[config.mk]
export PLATFORM = sky130hd
export DESIGN_NAME = lm75_i2c_target
export DESIGN_NICKNAME = d
export VERILOG_FILES = /design/src/rtl/lm75_i2c_target_pkg.sv /design/src/rtl/lm75_i2c_target_bus_sync.sv /design/src/rtl/lm75_i2c_target.sv
export SDC_FILE = /design/constraint.sdc
export NUM_CORES = 1
export LEC_CHECK = 0
export ABC_CLOCK_PERIOD_IN_PS = 2600
export CAP_MARGIN = 15
export CELL_PAD_IN_SITES_DETAIL_PLACEMENT = 0
export CELL_PAD_IN_SITES_GLOBAL_PLACEMENT = 2
export CORE_MARGIN = 8
export CORE_UTILIZATION = 41
export CTS_CLUSTER_SIZE = 16
export DETAILED_ROUTE_END_ITERATION = 7
export PLACE_DENSITY_LB_ADDON = 0.1
export SYNTH_ARGS = -nofsm -noshare
export SYNTH_HDL_FRONTEND = slang
export SYNTH_SLANG_ARGS = --single-unit
export TNS_END_PERCENT = 20
[constraint.sdc]
create_clock -name clk -period 2.6 [get_ports clk]
set_input_delay 0.65 -clock clk [delete_from_list [all_inputs] [get_ports clk]]
set_output_delay 0.65 -clock clk [all_outputs]
set_load 0.03 [all_outputs]
[src/rtl/lm75_i2c_target_pkg.sv]
`default_nettype none
// ============================================================================
// Module      : lm75_i2c_target_pkg
// Description : Shared FSM state encoding, register pointer constants and
//               9-bit register byte-format helpers for the LM75 I2C target.
// Revision    : 1.0 - initial release
// ============================================================================
package lm75_i2c_target_pkg;

    localparam int STATE_W = 4;
    typedef logic [STATE_W-1:0] state_t;

    localparam state_t ST_IDLE     = 4'd0;
    localparam state_t ST_ADDR     = 4'd1;
    localparam state_t ST_ADDR_ACK = 4'd2;
    localparam state_t ST_PTR      = 4'd3;
    localparam state_t ST_PTR_ACK  = 4'd4;
    localparam state_t ST_WDATA    = 4'd5;
    localparam state_t ST_WACK     = 4'd6;
    localparam state_t ST_RDATA    = 4'd7;
    localparam state_t ST_RACK     = 4'd8;

    localparam logic [1:0] PTR_TEMP  = 2'd0;
    localparam logic [1:0] PTR_CONF  = 2'd1;
    localparam logic [1:0] PTR_THYST = 2'd2;
    localparam logic [1:0] PTR_TOS   = 2'd3;

    // Byte 0 carries the upper eight bits, byte 1 carries the LSB in bit 7.
    function automatic logic [7:0] reg9_byte(input logic [8:0] value, input logic idx);
        return idx ? {value[0], 7'b0} : value[8:1];
    endfunction

    // Rebuild a 9-bit register from its two bus bytes.
    function automatic logic [8:0] reg9_pack(input logic [7:0] b0, input logic [7:0] b1);
        return {b0, b1[7]};
    endfunction

endpackage
`default_nettype wire

[src/rtl/lm75_i2c_target_bus_sync.sv]
`default_nettype none
// ============================================================================
// Module      : i2c_bus_sync
// Description : Two-flop synchronisers on SCL/SDA plus edge detection that
//               yields SCL rise/fall strobes and START/STOP conditions.
// Revision    : 1.0 - initial release
// ============================================================================
module i2c_bus_sync (
    input  logic clk,
    input  logic rst,
    input  logic scl_i,
    input  logic sda_i,
    output logic sda_s,
    output logic scl_rise,
    output logic scl_fall,
    output logic start_det,
    output logic stop_det
);

    logic [1:0] scl_sync_q, scl_sync_d;
    logic [1:0] sda_sync_q, sda_sync_d;
    logic       scl_prev_q, scl_prev_d;
    logic       sda_prev_q, sda_prev_d;
    logic       w_scl_s;

    // Shift the raw pad levels through the synchroniser and keep last value.
    always_comb begin
        scl_sync_d = {scl_sync_q[0], scl_i};
        sda_sync_d = {sda_sync_q[0], sda_i};
        scl_prev_d = scl_sync_q[1];
        sda_prev_d = sda_sync_q[1];
    end

    // Idle bus level is high, so every stage resets to 1 to avoid false edges.
    always_ff @(posedge clk or negedge rst) begin
        if (!rst) begin
            scl_sync_q <= 2'b11;
            sda_sync_q <= 2'b11;
            scl_prev_q <= 1'b1;
            sda_prev_q <= 1'b1;
        end else begin
            scl_sync_q <= scl_sync_d;
            sda_sync_q <= sda_sync_d;
            scl_prev_q <= scl_prev_d;
            sda_prev_q <= sda_prev_d;
        end
    end

    assign w_scl_s   = scl_sync_q[1];
    assign sda_s     = sda_sync_q[1];
    assign scl_rise  = w_scl_s & ~scl_prev_q;
    assign scl_fall  = ~w_scl_s & scl_prev_q;
    // SCL must be high on both sides of the SDA edge to count as START/STOP.
    assign start_det = w_scl_s & scl_prev_q & ~sda_s & sda_prev_q;
    assign stop_det  = w_scl_s & scl_prev_q & sda_s & ~sda_prev_q;

endmodule
`default_nettype wire

[src/rtl/lm75_i2c_target.sv]
`default_nettype none
// ============================================================================
// Module      : lm75_i2c_target
// Description : LM75-style temperature sensor I2C target: pointer register,
//               TEMP/CONF/THYST/TOS register file and comparator-mode OS.
// Revision    : 1.0 - initial release
// ============================================================================
module lm75_i2c_target
    import lm75_i2c_target_pkg::*;
#(
    parameter logic [6:0] DEV_ADDR  = 7'h48,
    parameter logic [8:0] TOS_RST   = 9'h0A0,
    parameter logic [8:0] THYST_RST = 9'h096
) (
    input  logic       clk,
    input  logic       rst,
    input  logic       scl_i,
    input  logic       sda_i,
    output logic       sda_oe,
    input  logic [8:0] temp_in,
    output logic       os_out,
    output logic       busy
);

    logic w_sda_s, w_scl_rise, w_scl_fall, w_start, w_stop;

    i2c_bus_sync u_sync (
        .clk       (clk),
        .rst       (rst),
        .scl_i     (scl_i),
        .sda_i     (sda_i),
        .sda_s     (w_sda_s),
        .scl_rise  (w_scl_rise),
        .scl_fall  (w_scl_fall),
        .start_det (w_start),
        .stop_det  (w_stop)
    );

    state_t     state_q, state_d;
    logic [3:0] bit_cnt_q, bit_cnt_d;
    logic [6:0] shift_q, shift_d;
    logic [7:0] tx_q, tx_d;
    logic       sda_oe_q, sda_oe_d;
    logic       rw_q, rw_d;
    logic [1:0] ptr_q, ptr_d;
    logic       byte_idx_q, byte_idx_d;
    logic [1:0] wr_idx_q, wr_idx_d;
    logic [7:0] hold_q, hold_d;
    logic [7:0] conf_q, conf_d;
    logic [8:0] tos_q, tos_d;
    logic [8:0] thyst_q, thyst_d;
    logic [8:0] shadow_q, shadow_d;
    logic       os_q, os_d;
    logic [7:0] w_byte;
    logic [7:0] w_tx;
    logic       w_idx_next;

    function automatic logic [7:0] read_byte(input logic [1:0] ptr, input logic idx,
                                             input logic [8:0] temp_v, input logic [7:0] conf,
                                             input logic [8:0] thyst, input logic [8:0] tos);
        case (ptr)
            PTR_TEMP:  read_byte = reg9_byte(temp_v, idx);
            PTR_CONF:  read_byte = conf;
            PTR_THYST: read_byte = reg9_byte(thyst, idx);
            default:   read_byte = reg9_byte(tos, idx);
        endcase
    endfunction

    assign w_byte = {shift_q, w_sda_s};

    // Protocol FSM: bit capture on SCL rise, SDA drive changes on SCL fall.
    always_comb begin
        state_d    = state_q;
        bit_cnt_d  = bit_cnt_q;
        shift_d    = shift_q;
        tx_d       = tx_q;
        sda_oe_d   = sda_oe_q;
        rw_d       = rw_q;
        ptr_d      = ptr_q;
        byte_idx_d = byte_idx_q;
        wr_idx_d   = wr_idx_q;
        hold_d     = hold_q;
        conf_d     = conf_q;
        tos_d      = tos_q;
        thyst_d    = thyst_q;
        shadow_d   = shadow_q;
        w_tx       = 8'h00;
        w_idx_next = 1'b0;
        if (w_start) begin
            state_d   = ST_ADDR;
            bit_cnt_d = 4'd0;
            sda_oe_d  = 1'b0;
        end else if (w_stop) begin
            state_d  = ST_IDLE;
            sda_oe_d = 1'b0;
        end else begin
            case (state_q)
                ST_ADDR: if (w_scl_rise) begin
                    shift_d   = w_byte[6:0];
                    bit_cnt_d = bit_cnt_q + 4'd1;
                    if (bit_cnt_q == 4'd7) begin
                        bit_cnt_d = 4'd0;
                        rw_d      = w_sda_s;
                        state_d   = (w_byte[7:1] == DEV_ADDR) ? ST_ADDR_ACK : ST_IDLE;
                    end
                end
                // ACK states: first fall drives low, second fall ends the ACK slot.
                ST_ADDR_ACK: if (w_scl_fall) begin
                    if (!sda_oe_q) begin
                        sda_oe_d = 1'b1;
                    end else if (rw_q) begin
                        if (!conf_q[0]) shadow_d = temp_in;
                        w_tx       = read_byte(ptr_q, 1'b0, shadow_d, conf_q, thyst_q, tos_q);
                        tx_d       = w_tx;
                        sda_oe_d   = ~w_tx[7];
                        byte_idx_d = 1'b0;
                        bit_cnt_d  = 4'd0;
                        state_d    = ST_RDATA;
                    end else begin
                        sda_oe_d = 1'b0;
                        state_d  = ST_PTR;
                    end
                end
                ST_PTR: if (w_scl_rise) begin
                    shift_d   = w_byte[6:0];
                    bit_cnt_d = bit_cnt_q + 4'd1;
                    if (bit_cnt_q == 4'd7) begin
                        bit_cnt_d = 4'd0;
                        ptr_d     = w_byte[1:0];
                        state_d   = ST_PTR_ACK;
                    end
                end
                ST_PTR_ACK, ST_WACK: if (w_scl_fall) begin
                    if (!sda_oe_q) begin
                        sda_oe_d = 1'b1;
                    end else begin
                        sda_oe_d = 1'b0;
                        state_d  = ST_WDATA;
                        if (state_q == ST_PTR_ACK) wr_idx_d = 2'd0;
                    end
                end
                ST_WDATA: if (w_scl_rise) begin
                    shift_d   = w_byte[6:0];
                    bit_cnt_d = bit_cnt_q + 4'd1;
                    if (bit_cnt_q == 4'd7) begin
                        bit_cnt_d = 4'd0;
                        state_d   = ST_WACK;
                        if (wr_idx_q != 2'd2) wr_idx_d = wr_idx_q + 2'd1;
                        // 9-bit registers commit only once both bytes have arrived.
                        case (ptr_q)
                            PTR_CONF:  if (wr_idx_q == 2'd0) conf_d = w_byte;
                            PTR_THYST: if (wr_idx_q == 2'd0) hold_d = w_byte;
                                       else if (wr_idx_q == 2'd1) thyst_d = reg9_pack(hold_q, w_byte);
                            PTR_TOS:   if (wr_idx_q == 2'd0) hold_d = w_byte;
                                       else if (wr_idx_q == 2'd1) tos_d = reg9_pack(hold_q, w_byte);
                            default: ;
                        endcase
                    end
                end
                ST_RDATA: begin
                    if (w_scl_rise) begin
                        tx_d      = {tx_q[6:0], 1'b0};
                        bit_cnt_d = bit_cnt_q + 4'd1;
                    end else if (w_scl_fall) begin
                        if (bit_cnt_q == 4'd8) begin
                            sda_oe_d  = 1'b0;
                            bit_cnt_d = 4'd0;
                            state_d   = ST_RACK;
                        end else begin
                            sda_oe_d = ~tx_q[7];
                        end
                    end
                end
                ST_RACK: begin
                    if (w_scl_rise && w_sda_s) begin
                        state_d = ST_IDLE;
                    end else if (w_scl_fall) begin
                        w_idx_next = (ptr_q == PTR_CONF) ? 1'b0 : ~byte_idx_q;
                        w_tx       = read_byte(ptr_q, w_idx_next, shadow_q, conf_q, thyst_q, tos_q);
                        byte_idx_d = w_idx_next;
                        tx_d       = w_tx;
                        sda_oe_d   = ~w_tx[7];
                        bit_cnt_d  = 4'd0;
                        state_d    = ST_RDATA;
                    end
                end
                default: ;
            endcase
        end
    end

    // Comparator-mode overtemperature flag with hysteresis on live temperature.
    always_comb begin
        os_d = os_q;
        if ($signed(temp_in) >= $signed(tos_q)) begin
            os_d = 1'b1;
        end else if ($signed(temp_in) < $signed(thyst_q)) begin
            os_d = 1'b0;
        end
    end

    // State registers; reset releases SDA immediately.
    always_ff @(posedge clk or negedge rst) begin
        if (!rst) begin
            state_q    <= ST_IDLE;
            bit_cnt_q  <= 4'd0;
            shift_q    <= 7'd0;
            tx_q       <= 8'd0;
            sda_oe_q   <= 1'b0;
            rw_q       <= 1'b0;
            ptr_q      <= PTR_TEMP;
            byte_idx_q <= 1'b0;
            wr_idx_q   <= 2'd0;
            hold_q     <= 8'd0;
            conf_q     <= 8'h00;
            tos_q      <= TOS_RST;
            thyst_q    <= THYST_RST;
            shadow_q   <= 9'd0;
            os_q       <= 1'b0;
        end else begin
            state_q    <= state_d;
            bit_cnt_q  <= bit_cnt_d;
            shift_q    <= shift_d;
            tx_q       <= tx_d;
            sda_oe_q   <= sda_oe_d;
            rw_q       <= rw_d;
            ptr_q      <= ptr_d;
            byte_idx_q <= byte_idx_d;
            wr_idx_q   <= wr_idx_d;
            hold_q     <= hold_d;
            conf_q     <= conf_d;
            tos_q      <= tos_d;
            thyst_q    <= thyst_d;
            shadow_q   <= shadow_d;
            os_q       <= os_d;
        end
    end

    assign sda_oe = sda_oe_q;
    assign os_out = os_q ^ conf_q[2];
    assign busy   = (state_q != ST_IDLE) && (state_q != ST_ADDR);

endmodule
`default_nettype wire

==> flow_results.org, run 1 <==
** Setup path
- CP endpoint kind :: output port
- Maximum fanout count along the critical path :: 15
- R2R cell count :: 7
- Worst Setup Path Type :: flop to output port
- In this run the critical register-to-register path is launched from u_sync.scl_sync_q[1].
- The most critical setup path has its startpoint at state_q[1].
- Category of the worst setup path launch point :: flop
- FF-to-FF setup slack :: 0.25 ns
- In this run the critical register-to-register path is captured at conf_q[2].
- Required time at the worst-slack endpoint :: 1.95 ns
- Worst EP arrival :: 1.85 ns
- The critical path ends at busy.

** Outcome
- The run finished with clean final reports.

** Yosys
- Count of flip-flops with a built-in enable after synthesis :: 0
- Area share of and/or/nand/nor cells after synthesis :: 12.6%
- Cell variety after synth :: 59
- Yosys warning total :: 0
- After technology mapping, the gate count stands at 450.
- After Yosys synthesis, XOR and XNOR cells account for 0.365% of the synthesized area.
- Counting flops with an async set or reset pin after synthesis yields a share of 100%.
- The synthesized netlist occupies a cell area of 0.00480 mm2.
- Summing the areas of all fa, ha and maj instances in the mapped netlist gives 6.52% of the synthesized area.
- Synthesis inferred 80 register bits.
- The portion of synthesized area spent on multiplexers is 19.1%.
- After synthesis, the largest family of logic cells by area is multiplexers.
- Leading register cell type out of synthesis :: sky130_fd_sc_hd__dfrtp_1
- Avg Cell Area, Syn :: 10.7 um2
- Complex-gate fraction of the synthesized area :: 14.3%
- Syn nets :: 488
- Share of the yosys chip area belonging to registers :: 42.0%

** Power
- Part of the power in combinational logic :: 30.4%
- Power per unit of standard cell area :: 776 mW/mm2
- Power share of the clock group :: 30.0%
- Sequential cells burn 39.6% of the power.
- For this design the total switching power over the nets is 1530 uW.
- IR analysis of the VDD net gives a maximum drop of 0.000433 V.
- Internal power comes to 2790 uW.
- Standby leakage power :: 0.00242 uW
- Net switching is 35.3% of the power.

** Cells and area
- The number of antenna diodes in the final layout is 0.
- Leaving out fill and tap cells, the most frequent cell in the layout is sky130_fd_sc_hd__dfrtp_1.
- Share of layout cells above drive strength 1 :: 27.5%
- Compared with the post-synthesis result, the final layout area differs by 16.1%.
- For this run, the number of standard cells in the final layout without fillers is 631.
- The top cell types in the final layout, fill and taps aside, are sky130_fd_sc_hd__dfrtp_1 (66), sky130_fd_sc_hd__mux2_2 (53), sky130_fd_sc_hd__nand2_1 (43).
- The layout has 1072 filler cells.
- At the end of the flow, the number of nets in the layout was 521.

** CTS
- Worst-Skew Late Latency :: 0.34 ns
- TritonCTS created 9 clock buffers.
- Clock-pin slew of the registers on the worst-case setup and hold paths :: 0.07 ns
- Root Driver :: sky130_fd_sc_hd__clkbuf_16
- TritonCTS built the clock tree.
- Maximum root-to-sink buffer count :: 2
- Number of clock sinks seen by CTS :: 80
- The clock tree synthesis step divided the H-tree into 3 levels.
- The number of setup buffers added after CTS is 0.

** Placed design
- Routability-driven placement finished with a final weighted congestion of 0.796.
- Buffers placed on the I/O ports in this run total 15.
- Post-Place Cells :: 615
- Post-detailed-placement half-perimeter wirelength :: 9250 um

** Global route
- Total GRT Usage :: 17.4%
- Maximum number of pins on one net before global-route repair :: 59
- Global-route wire length before repair :: 19900 um
- Summed over all layers, the global routing overflow is 0.
- Vias in the first global route :: 3472
- The number of antenna violations at the first check in global routing is 0.

** Timing
- Based on the critical path, the design can be clocked at up to 0.400 GHz.
- The worst path in the final design needs a cycle of 2.50 ns, including I/O delays and setup.
- The final hold violation count was 0.
- The count of pins over their slew limit came to 0.
- Post-route fraction of the period consumed by the critical path :: 96.2%
- Setup violations, final :: 0
- For the final database, setup skew stands at 0.00912 ns.
- The worst pin sits at a relative slew slack of 56.5%.
- Setup repair after global routing left no endpoint under its margin.
- For the pin with the worst max-slew slack, the measured transition is 0.652 ns.
- Setup tns final :: 0 ns
- On the final layout, the worst hold slack is 0.203 ns.

** Floorplan
- Area of the core :: 0.0114 mm2
- DIE WIDTH :: 124 um
- Die height :: 124 um
- Site Rows :: 39
- Die ar. :: 0.0154 mm2
- During I/O placement, the number of pins put on the boundary was 16.
- Starting utilization of the core area :: 42.0%

** Hold path
- The min-delay analysis places its worst path in the category input port to async pin.

** Drt
- DR iter-0 viols :: 238
- Number of vias per cell :: 5.63
- After detailed routing, the average wire length per cell comes to 19.7 um.
- Final routed wirelength across all metal layers :: 12400 um
- The pre-antenna-repair detailed-routing pass consisted of 4 iterations.
- Via count :: 3553
- In the routed design, unresolved DRC markers number 0.
- Detail Route Antenna Nets :: 0

** Run
- Reported max-cap violation count :: 0
==> cells by family (layout without fill, tap and decap cells) <==
kind of cell,count (synthesis),after routing
AOI/OAI and AO/OA,103,103
xor gates and xnor gates,2,2
adders and majority gates,25,25
buffers and inverters,58,96
DFF,80,80
muxes,71,71
and+or+nand+nor,111,111
==> registers in the layout (all words and copies together), names as in the netlist <==
name               cells
shadow_q               9
thyst_q                9
tos_q                  9
conf_q                 8
hold_q                 8
tx_q                   8
shift_q                7
bit_cnt_q              4
state_q                4
ptr_q                  2
u_sync.scl_sync_q      2
u_sync.sda_sync_q      2
wr_idx_q               2
byte_idx_q             1
os_q                   1
rw_q                   1
sda_oe                 1
u_sync.scl_prev_q      1
u_sync.sda_prev_q      1
==> per-stage QoR <==
stage          power [uW]  setup WS (ns)  cell area, um2  utilization (%)
2_1_floorplan        2540          0.477            4800                -
3_3_place_gp         3020          0.127            5250             46.0
3_5_place_dp         3030          0.123            5250             46.0
4_1_cts              4350         0.0769            5560             48.7
5_1_grt              4590         0.0514            5570             48.8
6_report             4320         0.0976            5570             48.8
==> Yosys cell counts, types with 3 or more instances <==
| cell | count | share of area, % |
|---|---|---|
| sky130_fd_sc_hd__a211oi_1 | 3 | 0.47 |
| sky130_fd_sc_hd__a21o_1 | 6 | 0.94 |
| sky130_fd_sc_hd__a21oi_1 | 15 | 1.6 |
| sky130_fd_sc_hd__a221oi_1 | 6 | 1.1 |
| sky130_fd_sc_hd__a22oi_1 | 3 | 0.47 |
| sky130_fd_sc_hd__a2bb2oi_1 | 3 | 0.55 |
| sky130_fd_sc_hd__a31oi_1 | 5 | 0.65 |
| sky130_fd_sc_hd__and2b_1 | 5 | 0.78 |
| sky130_fd_sc_hd__and3_1 | 3 | 0.39 |
| sky130_fd_sc_hd__buf_2 | 8 | 0.83 |
| sky130_fd_sc_hd__clkbuf_1 | 13 | 1.0 |
| sky130_fd_sc_hd__dfrtp_1 | 68 | 35 |
| sky130_fd_sc_hd__dfstp_2 | 12 | 6.6 |
| sky130_fd_sc_hd__ha_1 | 25 | 6.5 |
| sky130_fd_sc_hd__inv_1 | 34 | 2.7 |
| sky130_fd_sc_hd__mux2_2 | 53 | 12 |
| sky130_fd_sc_hd__mux2i_1 | 7 | 1.5 |
| sky130_fd_sc_hd__mux4_2 | 11 | 5.2 |
| sky130_fd_sc_hd__nand2_1 | 43 | 3.4 |
| sky130_fd_sc_hd__nand2b_1 | 7 | 0.91 |
| sky130_fd_sc_hd__nand3_1 | 9 | 0.94 |
| sky130_fd_sc_hd__nor2_1 | 13 | 1.0 |
| sky130_fd_sc_hd__nor2b_1 | 6 | 0.78 |
| sky130_fd_sc_hd__nor3_1 | 5 | 0.52 |
| sky130_fd_sc_hd__o21a_1 | 6 | 0.94 |
| sky130_fd_sc_hd__o21ai_0 | 32 | 3.3 |
| sky130_fd_sc_hd__o221ai_1 | 3 | 0.55 |
==> cell type report <==
type	count	area, um2	area share (%)
multi-input combinational	312	2540	45.7
sequential	80	2020	36.3
timing repair buffer	46	393	7.06
clock buffer	9	225	4.04
tap	143	179	3.21
inverter	34	128	2.29
clock inverter	7	78.8	1.42
==> power groups by stage <==
stage	clock network [uW]	logic, uW	registers, uW
finish	1300	1310	1710
global route	1380	1460	1740
CTS	1340	1310	1710
detailed placement	0	1300	1730
global placement	0	1300	1720
floorplan	0	968	1570
==> layer usage <==
layer / vias to the layer above / wire length, um / part of all wire [%] / global-route usage, %
li1: 1713 / - / - / -
met1: 1750 / 6320 / 51 / 26.4
met2: 73 / 5240 / 42 / 23.7
met3: 17 / 646 / 5.2 / 3.22
met4: 0 / 213 / 1.7 / 6.84
met5: - / 0 / 0 / 0
==> how the worst min path moves through the flow <==
stage                         startpoint  slack, ns              endpoint  cells after the start
floorplan                            rst       0.35          bit_cnt_q[0]                      0
global placement    u_sync.sda_sync_q[0]       0.35  u_sync.sda_sync_q[1]                      0
detailed placement  u_sync.scl_sync_q[0]       0.35  u_sync.scl_sync_q[1]                      0
CTS                                  rst       0.20               tx_q[6]                      1
global route                         rst       0.22               tx_q[6]                      1
finish                               rst       0.20               tx_q[6]                      1
==> worst max-delay path, stage by stage (launching register included) <==
cell and delay, ns:
sky130_fd_sc_hd__dfrtp_2 0.52, sky130_fd_sc_hd__or3_1 0.39, sky130_fd_sc_hd__clkdlybuf4s50_1 0.60
==> repair_timing <==
item,CTS,global route
setup endpoints to repair,1,4
gates resized for setup,2,2
endpoints found under the hold margin,0,0
hold buffers,0,0
Power figures use the tool's default switching activity.
==> run 2, diff against run 1 <==
--- a/config.mk
+++ b/config.mk
@@ -5,7 +5,6 @@
 export SDC_FILE = /design/constraint.sdc
 export NUM_CORES = 1
 export LEC_CHECK = 0
-export ABC_CLOCK_PERIOD_IN_PS = 2600
 export CAP_MARGIN = 15
 export CELL_PAD_IN_SITES_DETAIL_PLACEMENT = 0
 export CELL_PAD_IN_SITES_GLOBAL_PLACEMENT = 2
@@ -14,6 +13,7 @@
 export CTS_CLUSTER_SIZE = 16
 export DETAILED_ROUTE_END_ITERATION = 7
 export PLACE_DENSITY_LB_ADDON = 0.1
+export SLEW_MARGIN = 20
 export SYNTH_ARGS = -nofsm -noshare
 export SYNTH_HDL_FRONTEND = slang
 export SYNTH_SLANG_ARGS = --single-unit
==> results of run 2 <==
The final DEF is identical to that of run 1; final timing and power are the same.
